$ cat src/rtl/piso_pkg.sv
// Shared types and helpers for the parallel-in, serial-out transmitter.
// Holds the FSM state encoding and the bit-counter width calculation.
package piso_pkg;

  typedef logic [0:0] state_t;

  localparam state_t IDLE  = 1'b0;
  localparam state_t SHIFT = 1'b1;

  // The counter only has to reach WIDTH-1, but always keep at least one bit.
  function automatic int cntWidth(input int width);
    int w;
    w = $clog2(width);
    return (w < 1) ? 1 : w;
  endfunction

endpackage

$ cat src/rtl/piso_bit_counter.sv
// Down-counter that tracks the bits left in a frame.
// Supports a synchronous load of WIDTH-1, decrement on enable, and a zero flag.
module piso_bit_counter #(
  parameter int WIDTH = 4,
  parameter int CW    = 2
) (
  input  logic Clk,
  input  logic reset,
  input  logic load_i,
  input  logic dec_i,
  output logic zero_o
);

  logic [CW-1:0] count_q, count_d;

  always_comb begin
    count_d = count_q;
    if (load_i)
      count_d = CW'(WIDTH - 1);
    else if (dec_i)
      count_d = count_q - 1'b1;
  end

  always_ff @(posedge Clk) begin
    if (reset)
      count_q <= '0;
    else
      count_q <= count_d;
  end

  assign zero_o = (count_q == '0);

endmodule

$ cat src/rtl/piso_shift_transmitter.sv
// Parallel-in, serial-out transmitter: captures a word on load/ready and
// shifts it out one bit per shift_en tick, framed by sout_valid and done.
module piso_shift_transmitter
  import piso_pkg::*;
#(
  parameter int WIDTH     = 4,
  parameter bit MSB_FIRST = 1'b1
) (
  input  logic             Clk,
  input  logic             reset,
  input  logic [WIDTH-1:0] D,
  input  logic             load,
  input  logic             shift_en,
  output logic             ready,
  output logic             sout,
  output logic             sout_valid,
  output logic             first_bit,
  output logic             done
);

  localparam int CntW = cntWidth(WIDTH);

  state_t           state_q, state_d;
  logic [WIDTH-1:0] shreg_q, shreg_d;
  logic [WIDTH-1:0] shifted;
  logic             firstBit_q, firstBit_d;
  logic             done_q, done_d;
  logic             cntLoad, cntDec, cntZero;

  piso_bit_counter #(
    .WIDTH (WIDTH),
    .CW    (CntW)
  ) u_bit_counter (
    .Clk    (Clk),
    .reset  (reset),
    .load_i (cntLoad),
    .dec_i  (cntDec),
    .zero_o (cntZero)
  );

  // Move the register toward whichever end feeds sout, zero-filling behind.
  always_comb begin
    if (MSB_FIRST)
      shifted = {shreg_q[WIDTH-2:0], 1'b0};
    else
      shifted = {1'b0, shreg_q[WIDTH-1:1]};
  end

  always_comb begin
    state_d    = state_q;
    shreg_d    = shreg_q;
    firstBit_d = firstBit_q;
    done_d     = 1'b0;
    cntLoad    = 1'b0;
    cntDec     = 1'b0;
    if (state_q == IDLE) begin
      if (load) begin
        state_d    = SHIFT;
        shreg_d    = D;
        firstBit_d = 1'b1;
        cntLoad    = 1'b1;
      end
    end else if (shift_en) begin
      firstBit_d = 1'b0;
      if (cntZero) begin
        state_d = IDLE;
        shreg_d = '0;
        done_d  = 1'b1;
      end else begin
        shreg_d = shifted;
        cntDec  = 1'b1;
      end
    end
  end

  always_ff @(posedge Clk) begin
    if (reset) begin
      state_q    <= IDLE;
      shreg_q    <= '0;
      firstBit_q <= 1'b0;
      done_q     <= 1'b0;
    end else begin
      state_q    <= state_d;
      shreg_q    <= shreg_d;
      firstBit_q <= firstBit_d;
      done_q     <= done_d;
    end
  end

  assign ready      = (state_q == IDLE);
  assign sout_valid = (state_q == SHIFT);
  assign sout       = (state_q == SHIFT) &&
                      (MSB_FIRST ? shreg_q[WIDTH-1] : shreg_q[0]);
  assign first_bit  = firstBit_q;
  assign done       = done_q;

endmodule

$ cat config.mk
export PLATFORM = sky130hd
export DESIGN_NAME = piso_shift_transmitter
export DESIGN_NICKNAME = d
export VERILOG_FILES = /design/src/rtl/piso_pkg.sv /design/src/rtl/piso_bit_counter.sv /design/src/rtl/piso_shift_transmitter.sv
export SDC_FILE = /design/constraint.sdc
export NUM_CORES = 1
export LEC_CHECK = 0
export ABC_AREA = 1
export ABC_CLOCK_PERIOD_IN_PS = 1100
export BUFFER_PORTS_ARGS = -buffer_cell sky130_fd_sc_hd__buf_2
export CORE_MARGIN = 1
export CORE_UTILIZATION = 25
export DETAILED_ROUTE_END_ITERATION = 7
export SLEW_MARGIN = 20
export SYNTH_ARGS = -nofsm -noshare
export SYNTH_HDL_FRONTEND = slang
export SYNTH_SLANG_ARGS = --single-unit
export TNS_END_PERCENT = 10
$ cat constraint.sdc
create_clock -name Clk -period 1.1 [get_ports Clk]
set_input_delay 0.11 -clock Clk [delete_from_list [all_inputs] [get_ports Clk]]
set_output_delay 0.11 -clock Clk [all_outputs]
set_load 0.05 [all_outputs]
Yosys cells after proc, flatten, opt, wreduce, memory -nomap -nowiden
Index checks and enable logic that the tools add are counted.
- reduce and logical (&&, ||, !) cells: 6
- $add $sub $neg: 1
- multiplexer cells: 17
- bitwise operators: 2
- eq/ne operators: 1
- operator list (kind ; number):
    $mux W4 ; 4
    $mux W1 ; 11
    $mux W2 ; 2
    $reduce_bool A2 Y1 ; 2
    $reduce_or A3 Y1 ; 1
    $logic_not A2 Y1 ; 1
    $ne A2 B2 Y1 const B ; 1
    $not A1 Y1 ; 2
    $reduce_and A2 Y1 ; 1
    $sub A2 B1 Y2 const B ; 1
    $logic_and A1 B1 Y1 ; 1
- logic and storage cells: 32
- bits of input ports: 8
- output and inout bits: 5
- register bits after elaboration: 9

Depth between registers and ports, before layout
Gate-level depths: netlist of run 1.
- word-level depth: 6
- depth in mapped cells: 7
- gate-level depth less buffers: 7

Hierarchy
Synthesis of run 1 repeated with hierarchy kept, for this count alone.
- cell total of the unflattened synthesis: 70
- area, all modules: 481.7 um^2
- by module, submodules not included (module ; instances ; area each (um^2) ; cells each ; seq. area each (um^2)):
    piso_shift_transmitter ; 1 ; 376.6 ; 54 ; 140.1
    piso_bit_counter ; 1 ; 105.1 ; 16 ; 40.0

Worst setup path after synthesis of run 1
Ideal clock, no wire load.
- kind: reg-to-reg
- start point: register state_q (netlist: sout_valid)
- end point: register shreg_q[1]
- setup slack: -0.224 ns
- path buffers: 1
- setup time: 0.116 ns
- arrival time: 1.209 ns
- stages on the path, launching flop included: 7
- cells stage by stage: dfxtp_1 > buf_6 > inv_6 > nand2_8 > nand2_4 > o21ai_0 > nor2_1
- cells in the longest elaborated chain, start to end: 2
- ends and longest elaborated chain (what ; line ; source):
    from (decl) ; piso_shift_transmitter.sv:23 ; state_t state_q, state_d;
    from (signal assigned) ; piso_shift_transmitter.sv:83 ; state_q <= state_d;
    $ne A2 B2 Y1 (no source line) or $reduce_bool A2 Y1 (tied branches) ; -- ;
    $reduce_and A2 Y1 (no source line) ; -- ;
    to (signal assigned) ; piso_shift_transmitter.sv:84 ; shreg_q <= shreg_d;
    to (decl) ; piso_shift_transmitter.sv:24 ; logic [WIDTH-1:0] shreg_q, shreg_d;
Several ways; a longest one is shown, not always the timed one.
A chain may end at the register's enable or synchronous reset.

Worst setup path in the final report of run 1
- start point: register state_q (netlist: sout_valid)
- end point: output sout_valid
- RTL lines (what ; line ; source):
    to (decl) ; piso_shift_transmitter.sv:16 ; output logic sout_valid,
No word-level cell between the ends.

==> reports/summary.txt, run 1 <==
Run status - completed
Part of the total power dissipated in the clock network - 0.272
Total net switching power - 336 uW
PD cells - 1530 nW/um^2
Setup repair after global routing missed its margin - true
Slowest CP cell - dfxtp_4
Max-capacitance violation count - 0
Number of buffer and inverter stages on the critical path - 1
FP Rows - 14
CP top delay family - flip-flops
Antenna violations before repair - 0
Latest clock arrival within the worst-skew pair - 0.26 ns
Hold Path End - u_bit_counter.count_q[0]
Reg-to-reg critical path endpoint - u_bit_counter.count_q[0]
Biggest fanout along the worst timing path - 7
Number of levels in the clock H-tree - 1
Start-to-end type of the worst setup path - register to primary output
Total Die Area - 1970 um^2
Total instance count after detailed placement - 98
Number of global-route vias before repair - 393
Count of state elements after synthesis - 9
Drc violations - 0
Drt first pass iters - 3
Max Clock Freq - 0.951 GHz
TritonCTS clock tree - done
FF-to-FF setup slack - 0.07 ns
Least-Margin Pin Slew - 0.248 ns
First-pass GRT wire length - 1640 um
Share of total power consumed by net switching - 0.355
Layout Utilization - 0.389
Post-route cell area - 619 um^2
Fraction of final layout cells with drive strength greater than 1 - 0.392
Count of cell types in the netlist - 16
HPWL after detailed placement - 742 um
Buffer levels on the longest clock path - 2
Sequential share of the synthesized area - 0.402
Area of the core - 1590 um^2
WHS - 0.0694 ns
Area added between synthesis and finish - 38.3%
Average instance area after synthesis - 7.22 um^2
Leakage power of the design - 0.000301 uW
Post-route clock skew - 0.00985 ns
Final critical path time including I/O delays and setup - 1.05 ns
Die width - 44.3 um
Routed via count - 422
Count of nets after finishing - 89
Root cell of the clock tree - clkbuf_4
Internal portion of total power - 612 uW
Nature of the critical path endpoint - primary output
Wire length after detailed routing - 995 um
Post-CTS clock slew at the launch and capture registers of the worst setup and hold paths - 0.07 ns
Placed Instance Area - 541 um^2
Biggest cell delay along the critical path - 0.41 ns
Worst Hold Launch - reset
Clock buffers created by TritonCTS - 3
Final Instance Count excl. Fillers - 103
Synth Warn # - 0
Combinational cell fraction of total power - 0.314
Setup Total Neg Slack - 0 ns
RR Startpoint - u_bit_counter.count_q[1]
Hold WC Path Type - primary input to register
Data arrival, critical path - 0.94 ns
Sink count of the clock tree - 9
Max rail drop VDD - 0.000892 V
Final-report max-slew violation count - 0
Number of cells produced by synthesis - 62
Vias per inst - 4.10
Global routing usage summed across all routing layers - 0.114
Final hold violations - 0
Top-Level Pins - 13
Final critical-path share of the clock period - 0.956
Placer congestion estimate - 0.758
Diodes inserted - 0
Post-detailed-route count of antenna-violating nets - 0
Seq pwr share - 0.415
Worst R2R Path Depth - 7
Largest net degree at the start of global routing - 11
Sort of element at the start of the critical path - register
Netlist area before placement - 448 um^2
Routed wire length per instance - 9.66 um
I/O Buffers - 12
Worst slew margin - 0.836
Total overflow reported by the global router - 0
Fill cell count - 172
First DRT Iteration DRCs - 6
Initial cell density of the core - 0.281
Crit path cell chain - buf_2
Y dimension of the die - 44.3 um
Final setup violating endpoints - 0
Worst hold stages - 2
Required time at the endpoint of the critical path - 0.99 ns
Syn_nets - 71
==> state kept, by name, indices dropped and copies added (netlist names) <==
name                   cells
done                       1
first_bit                  1
shreg_q                    4
sout_valid                 1
u_bit_counter.count_q      2
==> per-stage QoR <==
| stage | total power [uW] | setup WS, ns |
|---|---|---|
| 2_1_floorplan | 586 | 0.0242 |
| 3_3_place_gp | 644 | 0.00649 |
| 3_5_place_dp | 649 | -0.0940 |
| 4_1_cts | 922 | -0.0146 |
| 5_1_grt | 1010 | -0.0246 |
| 6_report | 948 | 0.0485 |
==> cells by family (layout without fill, tap and decap cells) <==
| group | after synthesis | in the layout | share of synthesized area |
|---|---|---|---|
| fa+ha+maj | 1 | 1 | 0.0279 |
| flops | 9 | 9 | 0.402 |
| buf+inv | 9 | 26 | 0.103 |
| compound gates | 6 | 6 | 0.0754 |
| simple gates | 37 | 37 | 0.391 |
==> area by class of cell <==
class | count | area, um^2 | share of cell area
clock buffers | 4 | 26.3 | 0.0424
inverters | 8 | 40.0 | 0.0646
multi-input cells | 44 | 253 | 0.408
flip-flops and latches | 9 | 186 | 0.301
well taps | 24 | 30.0 | 0.0485
repair buffers | 14 | 83.8 | 0.135
==> cells in the mapped netlist <==
cell type,instances,share of area
nor2_1,7,0.059
inv_2,1,0.0084
inv_1,6,0.050
buf_6,1,0.025
nand2_8,1,0.045
nand2_2,1,0.014
nand2_4,1,0.025
ha_1,1,0.028
o21ai_0,3,0.034
a21oi_1,2,0.022
nand2_1,19,0.16
dfxtp_1,9,0.40
nor3_1,1,0.011
a21oi_2,1,0.020
nand3_1,7,0.078
inv_6,1,0.020
==> power groups by stage <==
| stage | clock network [uW] | logic [uW] | registers, uW |
|---|---|---|---|
| after floorplan | 0 | 166 | 420 |
| after global placement | 0 | 243 | 400 |
| after detailed placement | 0 | 248 | 401 |
| after CTS | 266 | 260 | 396 |
| after global routing | 283 | 333 | 397 |
| final | 258 | 297 | 393 |
==> worst max path at each step <==
stage / startpoint / to / cells after the start
floorplan: sout_valid / shreg_q[1] / 7
global placement: u_bit_counter.count_q[1] / u_bit_counter.count_q[0] / 7
detailed placement: u_bit_counter.count_q[1] / u_bit_counter.count_q[0] / 7
CTS: u_bit_counter.count_q[0] / u_bit_counter.count_q[0] / 7
global route: u_bit_counter.count_q[1] / u_bit_counter.count_q[0] / 7
finish: sout_valid / sout_valid / 1
==> timing repair <==
item                       CTS  global route
setup endpoints to repair    4             7
resized for setup            7             6
setup buffers                0             1
hold buffers                 0             0
==> layout by cell type (no fill, tap or decap), types with 2 or more instances in the layout <==
master,n
a21oi_2,2
buf_2,10
buf_4,3
clkbuf_4,3
dfxtp_1,6
dfxtp_2,2
inv_1,5
nand2_1,18
nand2_2,2
nand3_1,6
nor2_1,7
o21ai_0,3
==> per-layer routing <==
metal	vias up	global-route usage	routed length, um
met5	-	0	0
met4	0	0	0
met3	0	0.0490	50
met2	11	0.191	481
met1	182	0.145	462
li1	229	-	-
(Power assumes the default switching activity.)
==> inputs of run 2 (changes only) <==
- ABC_AREA: 1 -> unset
==> run 2 against run 1 <==
The flow now finishes with violations (negative setup slack). Clock skew shrank 0.0074 ns. Die area shrank 6.7%. Final cell count shrank 20%. Largest cell class unchanged. Critical path depth grew 3. Critical path type is now register to register. Global-route usage shrank 1.1 points. Sequential power shrank 4%.
==> reports/summary.txt, run 2 <==
Sort of element at the start of the critical path - register
Combinational cell fraction of total power - 0.285 (-0.029)
Final hold violations - 0 (unchanged)
Nature of the critical path endpoint - register
Clock buffers created by TritonCTS - 3 (unchanged)
Failing checks - negative setup slack
Antenna violations before repair - 0 (unchanged)
Routed wire length per instance - 10.7 um (+11%)
PD cells - 1530 nW/um^2 (-0.18%)
Syn_nets - 56 (-21%)
Number of global-route vias before repair - 333 (-15%)
Share of total power consumed by net switching - 0.307 (-0.0477)
Routed via count - 391 (-7.3%)
First DRT Iteration DRCs - 4 (-2)
Root cell of the clock tree - clkbuf_4
Total overflow reported by the global router - 0 (unchanged)
Top post-synthesis cells by area - dfxtp_1, o22ai_1, a21oi_1
Total instance count after detailed placement - 75 (-23%)
Synth Warn # - 0 (unchanged)
Least-Margin Pin Slew - 0.250 ns (+0.00266 ns)
I/O Buffers - 12 (unchanged)
First-pass GRT wire length - 1330 um (-19%)
Synth Area in Simple Gates - 0.285 (-0.106)
Max rail drop VDD - 0.000447 V (-50%)
Max Clock Freq - 0.885 GHz (-6.9%)
Top-Level Pins - 13 (unchanged)
Final-report max-slew violation count - 0 (unchanged)
Post-layout worst setup margin - -0.0295 ns (-0.0780 ns)
Data arrival, critical path - 1.32 ns (+0.38 ns)
Number of cells produced by synthesis - 47 (-24%)
Xor/xnor cell area share of the yosys netlist - 0 (unchanged)
Final Instance Count excl. Fillers - 82 (-20%)
Adder-Cell Fraction of Synth Area - 0.0300 (+0.00210)
Required time at the endpoint of the critical path - 1.29 ns (+0.30 ns)
Placer congestion estimate - 0.696 (-8.2%)
Yosys top cell area share - 0.432 (+0.0302)
Largest net degree at the start of global routing - 10 (-1)
FF-to-FF setup slack - -0.03 ns (-0.10 ns)
Synth area leader - dfxtp_1
Start-to-end type of the worst setup path - register to register
Total net switching power - 275 uW (-18%)
Final critical-path share of the clock period - 1.03 (+0.0709)
Sink count of the clock tree - 9 (unchanged)
Biggest fanout along the worst timing path - 3 (-4)
Largest family of logic cells by synthesized area - simple AND/OR/NAND/NOR gates
Post-route clock skew - 0.00249 ns (-0.00737 ns)
Setup repair after global routing missed its margin - true
Top reg by flops - shreg_q
Vias per inst - 4.77 (+16%)
Area of the core - 1520 um^2 (-4.4%)
Sequential share of the synthesized area - 0.432 (+0.0302)
Layout Utilization - 0.384 (-0.00430)
Buffer levels on the longest clock path - 2 (unchanged)
Global routing usage summed across all routing layers - 0.103 (-0.0106)
Synthesized-area fraction occupied by ao, oa, aoi and oai cells - 0.162 (+0.0867)
Final critical path time including I/O delays and setup - 1.13 ns (+0.0780 ns)
Number of flip-flops in the largest register - 4 (unchanged)
Count of hold buffers inserted by post-cts repair - 0 (unchanged)
Count leader, synth - dfxtp_1
Initial cell density of the core - 0.273 (-0.00761)
Latest clock arrival within the worst-skew pair - 0.26 ns (about the same)
Area added between synthesis and finish - 40.5%
Leakage power of the design - 0.000267 uW (-11%)
Netlist area before placement - 417 um^2 (-7.0%)
Hold WC Path Type - primary input to register
Internal portion of total power - 620 uW (+1.4%)
Post-CTS clock slew at the launch and capture registers of the worst setup and hold paths - 0.07 ns (about the same)
Diodes inserted - 0 (unchanged)
Max-capacitance violation count - 0 (unchanged)
Largest registers - shreg_q (4), u_bit_counter.count_q (2)
Most common library cell in the layout ignoring fill and taps - buf_2
Count of state elements after synthesis - 9 (unchanged)
Count of nets after finishing - 76 (-15%)
Async SR Flop Fraction - 0 (unchanged)
Average instance area after synthesis - 8.86 um^2 (+23%)
FP Rows - 14 (unchanged)
Count of cell types in the netlist - 24 (+8)
Biggest cell delay along the critical path - 0.34 ns (-0.07 ns)
Part of the total power dissipated in the clock network - 0.295 (+0.023)
Number of levels in the clock H-tree - 1 (unchanged)
Total Die Area - 1830 um^2 (-6.7%)
Main flop type after synthesis - dfxtp_1
Worst slew margin - 0.834 (-0.00176)
Slowest CP cell - dfxtp_2
Run status - finished, violations left
Most frequent cells in the layout - buf_2, dfxtp_1, nor2_1
Final setup violating endpoints - 2 (+2)
Die width - 42.8 um (-3.4%)
Y dimension of the die - 42.8 um (-3.4%)
Top cell types by occurrence after synthesis - dfxtp_1, nor2_1, a21oi_1, o22ai_1
EDFF count, synth - 0 (unchanged)
Wire length after detailed routing - 879 um (-12%)
TritonCTS clock tree - done
Drc violations - 0 (unchanged)
Mux cell area share after synthesis - 0.0270 (+0.0270)
Post-detailed-route count of antenna-violating nets - 0 (unchanged)
HPWL after detailed placement - 610 um (-18%)
Fraction of final layout cells with drive strength greater than 1 - 0.485 (+0.0924)
Seq pwr share - 0.420 (+0.005)
Drt first pass iters - 4 (+1)
Crit path cell chain - inv_2, ha_4, or3_1, a21oi_1
[run 2: changes by cell type in the layout (fill, tap and decap cells not counted), moves of 3 or more]
cell	change
nand2_1	-17
nand3_1	-5
inv_1	-4
o22ai_1	+4
a21oi_1	+3
[run 2: kinds of logic (layout without fill, tap and decap cells)]
family,count (synthesis),count (layout)
simple gates,20,20
mux,1,1
buf+inv,5,24
compound gates,11,11
fa+ha+maj,1,1
flops,9,9
[run 2: power groups by stage]
| stage | Clock [uW] | Sequential [uW] | Combinational, uW |
|---|---|---|---|
| after floorplan | 0 | 405 | 143 |
| after global placement | 0 | 387 | 218 |
| after detailed placement | 0 | 388 | 221 |
| after CTS | 275 | 376 | 249 |
| after global routing | 280 | 380 | 272 |
| final | 264 | 376 | 255 |
[run 2: layer usage]
layer | track usage | wire length [um] | up-vias
li1 | - | - | 202
met1 | 0.109 | 398 | 174
met2 | 0.155 | 428 | 13
met3 | 0.0298 | 38 | 2
met4 | 0.113 | 14 | 0
met5 | 0 | 0 | -
[run 2: layout make-up]
cell class | instances | area [um^2]
multi-input combinational | 33 | 234
timing repair buffer | 17 | 108
clock buffer | 4 | 26.3
sequential | 9 | 186
tap | 16 | 20.0
inverter | 3 | 11.3
fill | 162 | 938
[run 2: timing repair]
| action | in CTS | in global routing |
|---|---|---|
| pin swaps | 4 | 3 |
| setup buffers | 3 | 0 |
| gates resized for setup | 3 | 1 |
| cloned | 0 | 0 |
| endpoints found under the hold margin | 0 | 0 |
| setup endpoints to repair | 4 | 6 |
[run 2: path summary, 6_finish.rpt]
| path | end | cells after the start | startpoint |
|---|---|---|---|
| setup / recovery | u_bit_counter.count_q[1] | 4 | u_bit_counter.count_q[0] |
| hold / removal | shreg_q[0] | 3 | D[0] |
| setup reg to reg | u_bit_counter.count_q[1] | 4 | u_bit_counter.count_q[0] |
| hold reg to reg | shreg_q[0] | 2 | shreg_q[0] |
[run 2: through the flow]
step / TNS [ns] / setup slack, ns / area [um^2] / hold slack, ns / total power (uW)
floorplan: -0.118 / -0.0280 / 439 / 0.221 / 548
global placement: -0.0464 / -0.0321 / 519 / 0.364 / 605
detailed placement: -0.0615 / -0.0615 / 519 / 0.371 / 609
CTS: -0.0466 / -0.0286 / 582 / 0.0859 / 899
global route: -0.149 / -0.0585 / 586 / 0.0985 / 932
finish: -0.0449 / -0.0295 / 586 / 0.0906 / 895
[run 2: worst max-delay path, delay by kind of cell (launching register included)]
family / cells / cell delay, ns
and+or+nand+nor: 1 / 0.34
DFF: 1 / 0.34
adders and majority gates: 1 / 0.22
buffers and inverters: 1 / 0.05
AOI/OAI and AO/OA: 1 / 0.12
